<file path="src/rtl/pc_fetch_pkg.sv">
// pc_fetch_pkg: fetch FSM state encoding and reset vector shared across the CPU.
package pc_fetch_pkg;

    typedef enum logic [1:0] {
        IDLE = 2'd0,
        REQ  = 2'd1,
        WAIT = 2'd2,
        DROP = 2'd3
    } fetch_state_t;

    localparam logic [31:0] RESET_PC_DEFAULT = 32'hBFC0_0000;

endpackage

</file>
<file path="src/rtl/pc_fetch.sv">
// pc_fetch: instruction fetch FSM with one outstanding memory request and a one-entry buffer.
module pc_fetch
    import pc_fetch_pkg::*;
#(
    parameter logic [31:0] RESET_PC = RESET_PC_DEFAULT
) (
    input  logic        clk,
    input  logic        rst_n,
    input  logic [31:0] W_next_pc,
    input  logic        W_redirect,
    input  logic        id_ready,
    output logic        imem_req,
    output logic [31:0] imem_addr,
    input  logic        imem_gnt,
    input  logic        imem_rvalid,
    input  logic [31:0] imem_rdata,
    output logic [31:0] W_pc,
    output logic        if_valid,
    output logic [31:0] if_inst,
    output logic [31:0] if_pc,
    output logic        if_adel
);

    fetch_state_t state, state_nxt;
    logic free, aligned, fire, capture, adel_load, load;

    always_comb begin
        free      = !if_valid || id_ready;
        aligned   = W_pc[1:0] == 2'b00;
        imem_req  = (state == REQ) && aligned && free;
        fire      = imem_req && imem_gnt;
        capture   = (state == WAIT) && imem_rvalid && !W_redirect;
        adel_load = (state == REQ) && !aligned && free && !W_redirect;
        load      = capture || adel_load;
        state_nxt = state;
        case (state)
            IDLE: state_nxt = REQ;
            REQ:  state_nxt = fire ? (W_redirect ? DROP : WAIT) : REQ;
            WAIT: state_nxt = imem_rvalid ? REQ : (W_redirect ? DROP : WAIT);
            DROP: state_nxt = imem_rvalid ? REQ : DROP;
            default: state_nxt = IDLE;
        endcase
    end

    assign imem_addr = W_pc;

    // A redirect squashes the buffer; in DROP it only retargets W_pc.
    always_ff @(posedge clk or negedge rst_n) begin
        if (!rst_n) begin
            state    <= IDLE;
            W_pc     <= RESET_PC;
            if_valid <= 1'b0;
            if_adel  <= 1'b0;
            if_inst  <= 32'h0;
            if_pc    <= 32'h0;
        end else begin
            state <= state_nxt;
            if (W_redirect || load)
                W_pc <= W_next_pc;
            if (W_redirect)
                if_valid <= 1'b0;
            else if (load) begin
                if_valid <= 1'b1;
                if_adel  <= adel_load;
                if_inst  <= capture ? imem_rdata : 32'h0;
                if_pc    <= W_pc;
            end else if (if_valid && id_ready)
                if_valid <= 1'b0;
        end
    end

endmodule
</file>
<file path="config.mk">
export PLATFORM = sky130hd
export DESIGN_NAME = pc_fetch
export DESIGN_NICKNAME = d
export VERILOG_FILES = /design/src/rtl/pc_fetch_pkg.sv /design/src/rtl/pc_fetch.sv
export SDC_FILE = /design/constraint.sdc
export NUM_CORES = 1
export LEC_CHECK = 0
export ABC_AREA = 0
export BUFFER_PORTS_ARGS = -buffer_cell sky130_fd_sc_hd__buf_4
export CAP_MARGIN = 10
export CORE_MARGIN = 2
export CORE_UTILIZATION = 44
export CTS_BUF_LIST = sky130_fd_sc_hd__clkbuf_8
export CTS_CLUSTER_DIAMETER = 40
export DETAILED_ROUTE_END_ITERATION = 8
export PLACE_DENSITY = 0.89
export SLEW_MARGIN = 10
export SYNTH_ARGS = -nofsm -noshare
export SYNTH_HDL_FRONTEND = slang
export SYNTH_SLANG_ARGS = --single-unit
</file>
<file path="constraint.sdc">
create_clock -name clk -period 1.8 [get_ports clk]
set_clock_uncertainty 0.15 [all_clocks]
set_input_delay 0.09 -clock clk [delete_from_list [all_inputs] [get_ports clk]]
set_output_delay 0.09 -clock clk [all_outputs]
set_load 0.01 [all_outputs]
</file>
==> results of run 1 <==
cells in the final DEF, fill, tap and decap left out, types with 2 or more instances in the layout:
cell,instances
buf_12,5
and3_1,2
dlygate4sd3_1,70
inv_1,2
dfstp_2,9
buf_16,2
nand2b_1,2
mux2_1,26
nand2_1,32
a21o_1,2
buf_6,2
o2bb2ai_1,32
o32a_1,2
dfrtp_1,89
mux2_4,36
a211oi_1,2
buf_4,217
clkbuf_8,10
dfrtp_2,2
nor2_2,2
per-layer routing:
metal | up-vias | wire length [um] | global-route usage
met3 | 17 | 697 | 0.0522
met1 | 1662 | 4630 | 0.253
met5 | - | 0 | 0
met2 | 128 | 6230 | 0.391
met4 | 0 | 187 | 0.0881
li1 | 1561 | - | -
final cells by class:
class                      instances  area, um2  share of cell area
timing repair buffer             297       2530               0.366
sequential                       100       2520               0.364
multi-input combinational        153       1500               0.217
tap                              133        166              0.0241
clock buffer                      10        138              0.0199
clock inverter                     6       63.8             0.00922
inverter                           1       3.75            0.000542
worst paths after layout:
kind	from	end	slack, ns	cells past startpoint
max	W_pc[0]$_DFFE_PN0P_	if_pc[26]$_DFFE_PN0P_	-0.13	6
min	imem_rvalid	W_pc[1]$_DFFE_PN0P_	0.11	4
max reg2reg	W_pc[0]$_DFFE_PN0P_	if_pc[26]$_DFFE_PN0P_	-0.13	6
min reg2reg	if_adel$_DFFE_PN0P_	if_adel$_DFFE_PN0P_	0.35	1
max in group asynchronous	rst_n	if_pc[0]$_DFFE_PN0P_	0.14	4
min in group asynchronous	rst_n	W_pc[1]$_DFFE_PN0P_	0.53	3
sequential cells by signal, summed over array words and instances, names as in the netlist:
register / flops
if_adel: 1
state: 2
if_inst: 32
if_valid: 1
W_pc: 32
if_pc: 32
cells by family (layout without fill, tap and decap cells):
kind of cell,after synthesis,after routing,synth area share
simple gates,50,50,0.0565
buf+inv,50,314,0.0837
compound gates,41,41,0.0901
mux,62,62,0.188
flops,100,100,0.582
power breakdown:
group / internal [mW] / switching, mW / total [mW] / leakage (nW)
logic: 1.91 / 1.21 / 3.12 / 1.97
registers: 2.80 / 0.403 / 3.21 / 1.23
clock network: 0.681 / 0.760 / 1.44 / 0.104
total: 5.40 / 2.37 / 7.77 / 3.30
worst max-delay path, cell delays in order, from the launching register on:
cell and delay, ns:
dfrtp_2 0.38, buf_4 0.12, buf_4 0.10, nor2_2 0.04
o41ai_4 0.36, buf_12 0.30, mux2_4 0.33
stage by stage:
stage | util | total power, mW | cells | hold WS, ns | worst slack [ns]
floorplan | - | 4.72 | 303 | -0.356 | -0.0152
global placement | 0.606 | 5.95 | 604 | -0.157 | -0.0283
detailed placement | 0.606 | 6.06 | 604 | -0.149 | -0.122
CTS | 0.714 | 7.80 | 699 | 0.0841 | -0.116
global route | 0.718 | 8.17 | 700 | 0.129 | -0.175
finish | 0.718 | 7.77 | 700 | 0.114 | -0.133
timing repair:
item / CTS / global route
hold endpoints to repair: 158 / 0
endpoints found under the setup margin: 63 / 66
cloned: 2 / 1
setup buffers: 7 / 0
hold buffers: 70 / 0
pin swaps: 0 / 1
gates resized for setup: 10 / 2
==> summary.txt, run 1 <==
Outcome
  • Status: complete, but fails checks
  • Violated checks: negative setup slack

Clocking
  • CTS H-tree depth: 3
  • CTS tree: built
  • CTS Sinks: 100
  • CTS Root Cell: clkbuf_8
  • Clk pin slew, worst setup/hold paths: 0.10 ns
  • CTS max path bufs: 2
  • TritonCTS Buffers: 9
  • Clock Latency Late Sink: 0.35 ns

Timing
  • Tightest Pin Transition: 0.369 ns
  • Setup TNS: -5.94 ns
  • # setup viols final: 62
  • Worst rel slew slack: 0.754
  • Final Cycle Share: 1.07
  • Final WS setup: -0.133 ns
  • Min cycle time layout: 1.93 ns
  • Hold Vio Cnt, Final: 0
  • Max Slew Vio Count: 0
  • RSZ-0062 raised after global routing: true
  • Highest clock rate: 517 MHz

Floorplanning
  • Die ar.: 10600 um2
  • Height of the die: 103 um
  • Core Region: 9640 um2
  • # rows: 36
  • I/O pins: 201
  • Starting Density: 0.448
  • Die X: 103 um

Route
  • Via/cell ratio: 4.81
  • Mean routed wirelength per cell: 16.8 um
  • Post-route DRC: 0
  • Drt first-iter violations: 90
  • Post-DRT Antenna Nets: 0
  • Via count: 3368
  • First-pass DRT Iterations: 4
  • Final wirelength: 11700 um

Synth
  • Warnings, synthesis: 0
  • Cells after Synth: 303
  • Commonest cells in the netlist: dfrtp_1, buf_4, mux2_1, nand2_1, o2bb2ai_1
  • Most common cell in the netlist: dfrtp_1
  • Netlist cell types: 32
  • EDFF count, synth: 0
  • #FFs+latches synth: 100
  • Largest cells by area after synthesis: dfrtp_1, mux2_4, mux2_1
  • Sequential share of the synthesized area: 0.582
  • Synthesized area: 4320 um2
  • Async S/R FF share, synth: 1.00
  • Avg Cell Area, Syn: 14.3 um2
  • Net Count, Synth: 373
  • Post-synth top flop: dfrtp_1
  • Yosys top cell by area: dfrtp_1
  • Share of the synthesized area in the top cell type: 0.527

Finish
  • Fraction of layout cells with a size suffix above 1: 0.526
  • Nets@finish: 632
  • Fillers: 655
  • Area growth, synth to finish: 60.2%
  • Fin area: 6920 um2
  • N_diodes: 0

Global routing
  • Largest net degree at the start of global routing: 51
  • Number of global-route vias before repair: 3522
  • Remaining global-route overflow: 0
  • Aggregate global-route resource usage: 0.219
  • Initial antenna violation count: 0
  • First-pass GRT wire length: 17800 um

Place
  • Buffers added on ports: 200
  • Final HPWL DP: 7260 um
  • Placement-stage cell area: 5840 um2
  • GPL Wtd Cong: 0.691

Worst setup path
  • Worst EP arrival: 2.02 ns
  • Crit Path Max Fanout: 32
  • Crit path kind: reg2reg
  • Worst Setup Start Kind: flip-flop
  • CP Data Required Time: 1.88 ns
  • Worst Setup End Kind: flip-flop

Pwr
  • P per Cell Area: 1120 nW/um2
  • Leakage power: 3.30 nW
  • Max VDD drop: 0.638 mV

Run
  • Max cap viols: 0

Worst hold path
  • Hold crit path type: in2reg
(Power assumes the default switching activity.)
==> run 2: changes to the inputs <==
--- a/config.mk
+++ b/config.mk
@@ -13,8 +13,7 @@
 export CTS_BUF_LIST = sky130_fd_sc_hd__clkbuf_8
 export CTS_CLUSTER_DIAMETER = 40
 export DETAILED_ROUTE_END_ITERATION = 8
-export PLACE_DENSITY = 0.89
-export SLEW_MARGIN = 10
+export PLACE_DENSITY = 0.79
 export SYNTH_ARGS = -nofsm -noshare
 export SYNTH_HDL_FRONTEND = slang
 export SYNTH_SLANG_ARGS = --single-unit
==> run 2 against run 1 <==
  * The run still ends with negative setup slack left
  * Power decreased by 0.86%
  * Critical path depth fell by 2
  * Maximum frequency rose by 2.8%
  * Largest cell class unchanged
  * Register-to-register slack better by 0.05 ns
  * Sequential power is essentially flat
  * Highest routed layer unchanged
  * Largest power group unchanged
  * Cell count is the same
  * Global-route usage shrank 1.1 points
==> summary.txt, run 2 (synthesis results as in run 1) <==
Worst setup path
  • Worst Setup End Kind: flip-flop (unchanged)
  • Worst Setup Start Kind: flip-flop (unchanged)
  • Reg2Reg Depth: 4 (was 6)
  • Worst EP arrival: 1.97 ns (was 2.02 ns)
  • Crit path kind: reg2reg (unchanged)
  • Reg-to-reg startpoint: W_pc[1]$_DFFE_PN0P_ (was W_pc[0]$_DFFE_PN0P_)
  • Crit Reg-Reg Endpoint: W_pc[12]$_DFFE_PN0P_ (was if_pc[26]$_DFFE_PN0P_)
  • FF-to-FF setup slack: -0.08 ns (was -0.13 ns)
  • Crit Path Max Fanout: 16 (was 32)
  • CP Data Required Time: 1.89 ns (was 1.88 ns)

Clocking
  • Clk pin slew, worst setup/hold paths: 0.10 ns (about the same)
  • CTS max path bufs: 2 (unchanged)
  • CTS H-tree depth: 3 (unchanged)
  • CTS tree: built (unchanged)
  • TritonCTS Buffers: 9 (unchanged)
  • CTS Root Cell: clkbuf_8 (unchanged)
  • CTS Sinks: 100 (unchanged)
  • Clock Latency Late Sink: 0.36 ns (was 0.35 ns)

Timing
  • Highest clock rate: 532 MHz (was 517 MHz)
  • Min cycle time layout: 1.88 ns (was 1.93 ns)
  • Setup TNS: -1.28 ns (was -5.94 ns)
  • Tightest Pin Transition: 0.517 ns (was 0.369 ns)
  • Hold Vio Cnt, Final: 0 (unchanged)
  • Final Cycle Share: 1.04 (was 1.07)
  • Final WS setup: -0.0807 ns (was -0.133 ns)
  • Worst rel slew slack: 0.656 (was 0.754)
  • # setup viols final: 46 (was 62)
  • Max Slew Vio Count: 0 (unchanged)
  • RSZ-0062 raised after global routing: true (unchanged)
  • Worst hold slack: 0.110 ns (was 0.114 ns)

Global routing
  • Number of global-route vias before repair: 3414 (was 3522)
  • Remaining global-route overflow: 0 (unchanged)
  • Initial antenna violation count: 0 (unchanged)
  • Met3 Use GR: 0.0563 (was 0.0522)
  • GR peak layer: met2 (unchanged)
  • Grt met2 use: 0.369 (was 0.391)
  • Aggregate global-route resource usage: 0.208 (was 0.219)
  • Largest net degree at the start of global routing: 101 (was 51)
  • Met1 Usage GRT: 0.252 (was 0.253)
  • First-pass GRT wire length: 17000 um (was 17800 um)

Route
  • Post-route DRC: 0 (unchanged)
  • Final wirelength: 11300 um (was 11700 um)
  • Mean routed wirelength per cell: 16.1 um (was 16.8 um)
  • Via/cell ratio: 4.79 (was 4.81)
  • Drt first-iter violations: 104 (was 90)
  • Via count: 3354 (was 3368)
  • Post-DRT Antenna Nets: 0 (unchanged)
  • First-pass DRT Iterations: 4 (unchanged)

Place
  • Placement-stage cell area: 5880 um2 (was 5840 um2)
  • Worst slack, placed: -0.0767 ns (was -0.122 ns)
  • Buffers added on ports: 200 (unchanged)
  • Final HPWL DP: 7030 um (was 7260 um)
  • GPL Wtd Cong: 0.806 (was 0.691)

Finish
  • Biggest registers after layout: W_pc (32), if_inst (32), if_pc (32) (unchanged)
  • Fraction of layout cells with a size suffix above 1: 0.534 (was 0.526)
  • Most frequent cells in the layout: buf_4, dfrtp_1, dlygate4sd3_1 (unchanged)
  • Fillers: 670 (was 655)
  • Nets@finish: 632 (unchanged)
  • Fin area: 6920 um2 (about the same)
  • Commonest non-fill, non-tap cell in the layout: buf_4 (unchanged)
  • N_diodes: 0 (unchanged)
  • Area growth, synth to finish: 60.2% (about the same)

Floorplanning
  • Die ar.: 10600 um2 (unchanged)
  • Core Region: 9640 um2 (unchanged)
  • Height of the die: 103 um (unchanged)
  • Starting Density: 0.448 (unchanged)
  • Die X: 103 um (unchanged)
  • # rows: 36 (unchanged)
  • I/O pins: 201 (unchanged)

Pwr
  • Max VDD drop: 0.591 mV (was 0.638 mV)
  • Overall power: 7.70 mW (was 7.77 mW)
  • Leakage power: 3.30 nW (about the same)
  • P per Cell Area: 1110 nW/um2 (was 1120 nW/um2)

Worst hold path
  • Hold crit path type: in2reg (unchanged)
  • Hold Path Sink: W_pc[1]$_DFFE_PN0P_ (unchanged)
  • Hold wc startpoint: imem_rvalid (unchanged)
  • Hold path depth: 4 (unchanged)

Outcome
  • Status: complete, but fails checks (unchanged)
  • Violated checks: negative setup slack (unchanged)

Run
  • Max cap viols: 0 (unchanged)
-- run 2: cell count changes in the layout (fill, tap and decap cells not counted), moves of 2 or more --
cell / before / now
buf_16: 2 / 0
buf_4: 217 / 213
buf_6: 2 / 8
buf_8: 0 / 2
dlygate4sd3_1: 70 / 68
inv_8: 0 / 2
-- run 2: routing by layer --
| layer | part of all wire | up-vias |
|---|---|---|
| met5 | 0 | - |
| met4 | 0.014 | 0 |
| met3 | 0.065 | 16 |
| met2 | 0.53 | 138 |
| met1 | 0.39 | 1652 |
| li1 | - | 1548 |
-- run 2: through the flow --
step           utilization  instances
5_1_grt              0.718        700
4_1_cts              0.707        696
6_report             0.718        700
3_3_place_gp         0.610        610
3_5_place_dp         0.610        610
2_1_floorplan            -        303
-- run 2: area by class of cell --
| class | instances | area [um2] | area share |
|---|---|---|---|
| Clock buffer | 10 | 138 | 0.0199 |
| Clock inverter | 6 | 56.3 | 0.00814 |
| Inverter | 1 | 3.75 | 0.000542 |
| Multi-Input combinational cell | 153 | 1520 | 0.219 |
| Sequential cell | 100 | 2520 | 0.364 |
| Tap cell | 133 | 166 | 0.0240 |
| Timing Repair Buffer | 297 | 2520 | 0.365 |
-- run 2: what timing repair did --
action / CTS / global route
setup buffers: 2 / 2
hold buffers: 68 / 0
cloned: 0 / 2
gates resized for setup: 12 / 17
pin swaps: 0 / 3
setup endpoints to repair: 62 / 63
endpoints found under the hold margin: 167 / 0
-- run 2: critical path, cell delays in order, from the launching register on --
cell	delay, ns
dfrtp_2	0.44
or2_4	0.26
a311oi_4	0.31
buf_6	0.25
mux2_1	0.36
-- run 2: power breakdown --
group / total (mW) / internal, mW / switching, mW
registers: 3.20 / 2.80 / 0.398
clock network: 1.38 / 0.570 / 0.805
logic: 3.12 / 1.94 / 1.19
total: 7.70 / 5.31 / 2.39
-- run 2: how the worst max path moves through the flow --
stage                            to                start  cells past startpoint
2_1_floorplan  W_pc[10]$_DFFE_PN0P_  W_pc[0]$_DFFE_PN0P_                      4
3_3_place_gp   W_pc[14]$_DFFE_PN0P_  W_pc[1]$_DFFE_PN0P_                      4
3_5_place_dp    W_pc[4]$_DFFE_PN0P_  W_pc[1]$_DFFE_PN0P_                      4
4_1_cts         W_pc[4]$_DFFE_PN0P_  W_pc[1]$_DFFE_PN0P_                      4
5_1_grt        W_pc[12]$_DFFE_PN0P_   state[0]$_DFF_PN0_                      4
6_report       W_pc[12]$_DFFE_PN0P_  W_pc[1]$_DFFE_PN0P_                      4
